### src/rtl/multi_alarm_ctrl.sv
// Multi-slot BCD alarm controller: per-slot enables, once-per-minute compare, RING/SNOOZE sequencing.
// Optional feature macro ALARM_BEEP_EN: alarm_sound beeps 1 s on / 1 s off while ringing.
module multi_alarm_ctrl #(
    parameter int SEL_W      = 2,
    parameter int SNOOZE_MIN = 5,
    parameter int RING_MIN   = 3,
    parameter int MAX_SNOOZE = 3
) (
    input  logic             clock,
    input  logic             reset,
    input  logic             one_minute,
    input  logic             one_second,
    input  logic [15:0]      current_time,
    input  logic [15:0]      new_alarm_time,
    input  logic             load_new_a,
    input  logic [SEL_W-1:0] alarm_sel,
    input  logic             en_wr,
    input  logic             en_val,
    input  logic             snooze,
    input  logic             stop,
    output logic [15:0]      alarm_time_out,
    output logic             alarm_sound,
    output logic [SEL_W-1:0] active_slot,
    output logic             ringing,
    output logic             snoozing
);
    localparam int         NUM_ALARMS   = 2**SEL_W;
    localparam logic [3:0] RING_LAST    = 4'(RING_MIN - 1);
    localparam logic [3:0] SNOOZE_LAST  = 4'(SNOOZE_MIN - 1);
    localparam logic [3:0] SNOOZE_LIMIT = 4'(MAX_SNOOZE);

    typedef enum logic [1:0] {
        IDLE   = 2'd0,
        RING   = 2'd1,
        SNOOZE = 2'd2
    } state_t;

    state_t                state, next_state;
    logic [15:0]           slot_time [NUM_ALARMS];
    logic [NUM_ALARMS-1:0] slot_en;
    logic                  om_d;
    logic [3:0]            ring_cnt, snz_cnt, min_cnt;
    logic [3:0]            ring_cnt_next, snz_cnt_next, min_cnt_next;
    logic [SEL_W-1:0]      slot_next;
    logic                  match_any;
    logic [SEL_W-1:0]      match_idx;
    logic                  sound_next;

    function automatic logic [3:0] sat_inc(input logic [3:0] v);
        return (v == 4'hF) ? v : v + 4'd1;
    endfunction

    // Enable write is applied after the load so en_wr overrides the implicit enable of a load.
    always_ff @(posedge clock) begin
        if (reset) begin
            for (int i = 0; i < NUM_ALARMS; i++) slot_time[i] <= 16'h0000;
            slot_en <= '0;
        end else begin
            if (load_new_a) begin
                slot_time[alarm_sel] <= new_alarm_time;
                slot_en[alarm_sel]   <= 1'b1;
            end
            if (en_wr) slot_en[alarm_sel] <= en_val;
        end
    end

    assign alarm_time_out = slot_time[alarm_sel];

    // The counter publishes the new minute one cycle after one_minute, hence the om_d qualifier.
    always_comb begin
        match_any = 1'b0;
        match_idx = '0;
        for (int i = NUM_ALARMS - 1; i >= 0; i--) begin
            if (om_d && slot_en[i] && (slot_time[i] == current_time)) begin
                match_any = 1'b1;
                match_idx = SEL_W'(i);
            end
        end
    end

    always_comb begin
        next_state    = state;
        ring_cnt_next = ring_cnt;
        snz_cnt_next  = snz_cnt;
        min_cnt_next  = min_cnt;
        slot_next     = active_slot;
        unique case (state)
            IDLE: begin
                if (match_any) begin
                    next_state    = RING;
                    slot_next     = match_idx;
                    ring_cnt_next = '0;
                    snz_cnt_next  = '0;
                end
            end
            RING: begin
                if (stop) begin
                    next_state = IDLE;
                end else if (snooze && (snz_cnt < SNOOZE_LIMIT)) begin
                    next_state   = SNOOZE;
                    snz_cnt_next = sat_inc(snz_cnt);
                    min_cnt_next = '0;
                end else if (om_d) begin
                    ring_cnt_next = sat_inc(ring_cnt);
                    if (ring_cnt == RING_LAST) next_state = IDLE;
                end
            end
            SNOOZE: begin
                if (stop) begin
                    next_state = IDLE;
                end else if (om_d) begin
                    min_cnt_next = sat_inc(min_cnt);
                    if (min_cnt == SNOOZE_LAST) begin
                        next_state    = RING;
                        ring_cnt_next = '0;
                    end
                end
            end
            default: next_state = IDLE;
        endcase
    end

`ifdef ALARM_BEEP_EN
    // Beep restarts high on every entry into RING, then flips on each second.
    always_comb begin
        sound_next = 1'b0;
        if (next_state == RING) begin
            if (state != RING)   sound_next = 1'b1;
            else if (one_second) sound_next = ~alarm_sound;
            else                 sound_next = alarm_sound;
        end
    end
`else
    logic unused_one_second;
    assign unused_one_second = one_second;
    assign sound_next        = (next_state == RING);
`endif

    always_ff @(posedge clock) begin
        if (reset) begin
            state       <= IDLE;
            om_d        <= 1'b0;
            ring_cnt    <= '0;
            snz_cnt     <= '0;
            min_cnt     <= '0;
            active_slot <= '0;
            ringing     <= 1'b0;
            snoozing    <= 1'b0;
            alarm_sound <= 1'b0;
        end else begin
            state       <= next_state;
            om_d        <= one_minute;
            ring_cnt    <= ring_cnt_next;
            snz_cnt     <= snz_cnt_next;
            min_cnt     <= min_cnt_next;
            active_slot <= slot_next;
            ringing     <= (next_state == RING);
            snoozing    <= (next_state == SNOOZE);
            alarm_sound <= sound_next;
        end
    end
endmodule

### config.mk
export PLATFORM = sky130hd
export DESIGN_NAME = multi_alarm_ctrl
export DESIGN_NICKNAME = d
export VERILOG_FILES = /design/src/rtl/multi_alarm_ctrl.sv
export SDC_FILE = /design/constraint.sdc
export NUM_CORES = 1
export LEC_CHECK = 0
export ABC_AREA = 1
export BUFFER_PORTS_ARGS = -buffer_cell sky130_fd_sc_hd__buf_2
export CORE_UTILIZATION = 45
export DETAILED_ROUTE_END_ITERATION = 12
export PLACE_DENSITY = 0.67
export SLEW_MARGIN = 15
export SYNTH_ARGS = -nofsm -noshare
export SYNTH_HDL_FRONTEND = slang
export SYNTH_SLANG_ARGS = --single-unit
### constraint.sdc
create_clock -name clock -period 2.2 [get_ports clock]
set_input_delay 0.11 -clock clock [delete_from_list [all_inputs] [get_ports clock]]
set_output_delay 0.11 -clock clock [all_outputs]
set_load 0.03 [all_outputs]
**After elaboration in Yosys (flattened, before gate mapping)**

Memory sizes are Yosys's and may differ from the RTL's.
Cells that the tools add are included.

- Register bits after elaboration: 23
- Latch bits: 0
- Bits in writable memories: 64
- Bits in read-only memories: 0
- Bits of input ports: 43
- Output and inout port bits: 21
- Word-level logic and storage cells: 110
- Memories kept: 1

Memory list:

| memory | words | bits a word | rd ports | clocked after Yosys merged registers in | write ports | line | RTL |
|---|---|---|---|---|---|---|---|
| slot_time | 4 | 16 | 5 | 0 | 4 | 39 | `logic [15:0] slot_time [NUM_ALARMS];` |

- $add $sub $neg: 3
- $mul: 0
- Div/mod/pow operators: 0
- Magnitude comparators: 3
- Eq/ne operators: 24
- Shifts and indexed selects: 0
- Muxes and demuxes: 50
- Bitwise operators: 1
- Reduce and logical (&&, ||, !) cells: 19

Operator list:

| kind | count |
|---|---|
| $mux W4 | 19 |
| $eq A16 B16 Y1 | 4 |
| $mux W2 | 13 |
| $ne A2 B2 Y1 const B | 11 |
| $mux W16 | 1 |
| $pmux W4 S2 | 2 |
| $reduce_or A16 Y1 | 1 |
| $add A4 B1 Y4 const B | 3 |
| $eq A4 B4 Y1 const B | 3 |
| $pmux W4 S3 | 1 |
| $mux W1 | 11 |
| $logic_and A1 B1 Y1 | 10 |
| $reduce_and A9 Y1 | 1 |
| $pmux W2 S3 | 1 |
| $reduce_and A6 Y1 | 1 |
| $reduce_and A5 Y1 | 1 |
| $bwmux W4 | 1 |
| $eq A2 B1 Y1 const B | 2 |
| $eq A2 B2 Y1 const B | 2 |
| $eq A4 B2 Y1 const B | 1 |
| $eq A4 B3 Y1 const B | 1 |
| $lt A4 B2 Y1 const B | 1 |
| $or A4 B4 Y4 | 1 |
| $reduce_bool A2 Y1 | 2 |
| other kinds (6) | 6 |

**Longest topological paths before layout**

- Word-level depth: 9
- Mapped depth: 14
- Gate-level depth less buffers: 14

**Worst setup path after synthesis**

No wires, ideal clock.

- Kind: in2reg
- Start point: input port alarm_sel[0]
- End point: memory slot_time[1][0] (enable)
- Library setup time: 411 ps
- Data arrival time: 1888 ps
- Required time: 1789 ps
- Slack: -99 ps
- Cell stages on the path: 5
- Buffers on the path: 1
- Path through: inv_1 -> nor2_1 -> inv_1 -> clkbuf_1 -> o21ai_0

RTL lines:

| element | line | RTL |
|---|---|---|
| start: declaration | 16 | `input logic [SEL_W-1:0] alarm_sel,` |
| end: declaration | 39 |  |

**Worst setup path in the final report**

- Start point: register snz_cnt[0]
- End point: register min_cnt[2]

- Longest elaborated chain between the ends: 4

RTL lines:

| element | line | RTL |
|---|---|---|
| start: declaration | 42 | `logic [3:0] ring_cnt, snz_cnt, min_cnt;` |
| start signal: assignment | 154 | `snz_cnt <= snz_cnt_next;` |
| $lt A4 B2 Y1 | 99 | `end else if (snooze && (snz_cnt < SNOOZE_LIMIT)) begin` |
| $logic_and A1 B1 Y1 | 99 |  |
| $ne A2 B2 Y1 (no line) | n/a |  |
| $reduce_and A6 Y1 (no line) | n/a |  |
| end signal: assignment | 155 | `min_cnt <= min_cnt_next;` |
| end: declaration | 42 |  |

Every way passes these cells.
A chain may end at the register's enable or synchronous reset.

==> out/qor.yml <==
drt:
  route.detailed.drc: 0
  routedWlPerCell_um: 14.8
  drt-initial-drc-count: 253
  vias_per_cell: 5.04
  antenna_left: 0
  via_count: 4251
  dr.pass1.iters: 5
  drt_wl_total_um: 12500
final_layout:
  antenna_cells: 0
  drive_gt1_share_pct: 18.5
  fin_nets: 750
  n_fill_cell: 1003
  utilization_pct: 53.8
  syn2layout_area_growth_pct: 14.9
  final_common_cell: "nand2_1"
  mostFrequentLayoutCells: "nand2_1 (169), nor2_1 (102), inv_1 (81)"
global_route:
  grt_pass1_wl_um: 20400
  grt_overflow_total: 0
  antenna_found_initial: 0
  grt_max_degree: 21
  grt_usage_pct: 23.8
  grt_pass1_vias: 4372
sta:
  skew_ns: 0.0123
  min_period_over_period_pct: 80.6
  setup_tns_ns: 0
  worst_pin_slew_ns: 0.618
  rsz0062_at_grt: "false"
  max_freq_mhz: 564
  hold_viol: 0
  fin_crit_ns: 1.77
  worst_slack_ns: 0.426
  finalSetupViolCount: 0
  drv_slew: 0
  slew_headroom_pct: 58.6
worst_hold_path:
  min_from: "new_alarm_time[11]"
  hp-class: "in2reg"
  worstHoldPathCells: 3
  min_to: "slot_time[3][11]"
power:
  ir_worst_vdd_mv: 0.385
  switching_power_w: 0.00101
  p_comb_share_pct: 16.9
  p_per_area_mw_per_mm2: 625
  p_clk_share_pct: 28.3
  p_seq_share_pct: 54.9
  internal_power_w: 0.00251
  p_sw_share_pct: 28.8
  p_leak_nw: 2.55
yosys:
  ys_ff_latch: 87
  synth_ff_type: "edfxtp_1"
  synth-edff-count: 64
  synth_nets: 674
  ys_seq_area_share_pct: 48.6
  synth_cell_types: 46
  syn_inst: 626
  postSynth.asyncResetShare_pct: 0
  syn_area_mm2: 0.00490
  syn_avg_cell_area_um2: 7.83
  yosys_warnings: 0
placement:
  io_buffers: 62
  dp_hpwl_um: 9370
  pre_cts_ws_ns: 0.461
  gp_congestion: 0.915
die:
  num_io_pins: 64
  die_h_um: 106
  die_area_mm2: 0.0113
  coreArea_mm2: 0.0105
  start_util_pct: 46.9
  rows: 37
  die_w_um: 106
worst_setup_path:
  rrSetupSlack_ns: 0.43
  reg2reg_depth: 8
  crit_fanout: 6
  crit_arrival_ns: 2.03
  cp_common_cell: "nor3_1"
  critPathKind: "reg2reg"
  r2r_end: "min_cnt[2]"
  path_cells: "ha_1 -> nor3_2 -> nand3_1 -> a21oi_2 -> inv_2 -> a21o_4 -> nor3_1 -> nor3_1"
  critPathRequiredTime_ns: 2.46
  cp_slowest_cell: "dfxtp_1"
  slowest_delay_ns: 0.33
  rr_startpoint: "snz_cnt[0]"
  end_kind: "flop"
  startpoint_type: "flop"
clocking:
  clk_pin_slew_ns: 0.09
  hold_buffers: 1
  ctsResizeCount: 0
  cts_buffer_depth: 2
  cts-root-buf: "clkbuf_8"
  htree_levels: 3
  clock_latency_ns: 0.37
  cts_tree: "yes"
  cts_buffers: 9
  post-cts-setup-buffer-count: 0
  clock-sinks: 87
outcome:
  status: "finished clean"
run:
  maxCapViolations: 0
==> critical path, delay by kind of cell (launching register included) <==
family,cells,cell delay [ns]
AND/OR/NAND/NOR,4,0.65
AO/OA/AOI/OAI,2,0.42
flip-flops,1,0.33
adder cells (fa/ha/maj),1,0.21
buffers and inverters,1,0.05
==> per-stage QoR <==
| stage | total power (W) | hold WS [ns] | cell area [um^2] | std cells |
|---|---|---|---|---|
| 5_1_grt | 0.00369 | 0.0594 | 5630 | 843 |
| 3_3_place_gp | 0.00255 | 0.330 | 5460 | 826 |
| 3_5_place_dp | 0.00256 | 0.326 | 5460 | 826 |
| 2_1_floorplan | 0.00233 | 0.217 | 4900 | 626 |
| 6_report | 0.00352 | 0.0540 | 5630 | 843 |
| 4_1_cts | 0.00353 | 0.0460 | 5630 | 843 |
==> per-layer routing <==
metal	routed length, um	vias to the layer above	track usage (%)
li1	-	2177	-
met1	5360	1925	27.9
met2	5970	126	40.0
met3	819	23	7.66
met4	312	0	9.72
met5	0	-	0
==> worst max path at each step <==
stage,start,to,cells past startpoint
6_report,snz_cnt[0],min_cnt[2],8
5_1_grt,om_d,ring_cnt[0],11
4_1_cts,snz_cnt[0],min_cnt[2],8
3_5_place_dp,snz_cnt[0],min_cnt[2],8
3_3_place_gp,om_d,snz_cnt[1],11
2_1_floorplan,alarm_sel[0],slot_time[1][0],5
==> state kept, by name (all words and copies together) (netlist names) <==
signal / cells
slot_time: 64
min_cnt: 4
ring_cnt: 4
slot_en: 4
snz_cnt: 4
active_slot: 2
state: 2
om_d: 1
ringing: 1
snoozing: 1
==> power groups by stage <==
stage	logic (W)	clock network, W	registers (W)
3_5_place_dp	0.000593	0	0.00197
4_1_cts	0.000596	0.00101	0.00193
3_3_place_gp	0.000583	0	0.00196
2_1_floorplan	0.000379	0	0.00195
5_1_grt	0.000659	0.00109	0.00194
6_report	0.000594	0.000995	0.00193
==> area by class of cell <==
type,count,area [um^2],area share (%)
flip-flops and latches,87,2380,42.3
clock inverters,2,10.0,0.178
multi-input cells,424,2080,37.0
well taps,136,170,3.02
repair buffers,79,453,8.04
clock buffers,14,153,2.71
inverters,101,379,6.73
==> logic make-up after synthesis <==
logic type	after synthesis	share of synthesized area, %
flip-flops	87	48.6
XOR/XNOR	15	2.68
adder cells (fa/ha/maj)	5	1.28
AO/OA/AOI/OAI	79	10.9
buffers and inverters	115	8.91
AND/OR/NAND/NOR	325	27.7
==> cell usage after synthesis, drive strengths merged (2+ instances only) <==
library cell  number  area share (%)
dfxtp             23             9.4
a21oi             22             2.3
xor2               2            0.36
a211oi             3            0.56
clkinv             2            0.15
ha                 5             1.3
nand3             23             2.4
or2                4            0.51
clkbuf             9            0.69
nand2            174              14
nand4              6            0.77
o221ai            11             2.0
nor2             109             8.8
inv               99             7.6
o211ai             2            0.31
xnor2             13             2.3
buf                5            0.48
edfxtp            64              39
o21ai             18             1.9
nor3               8             1.2
a22oi             14             2.1
No activity file was read; power rests on OpenSTA's default activity.
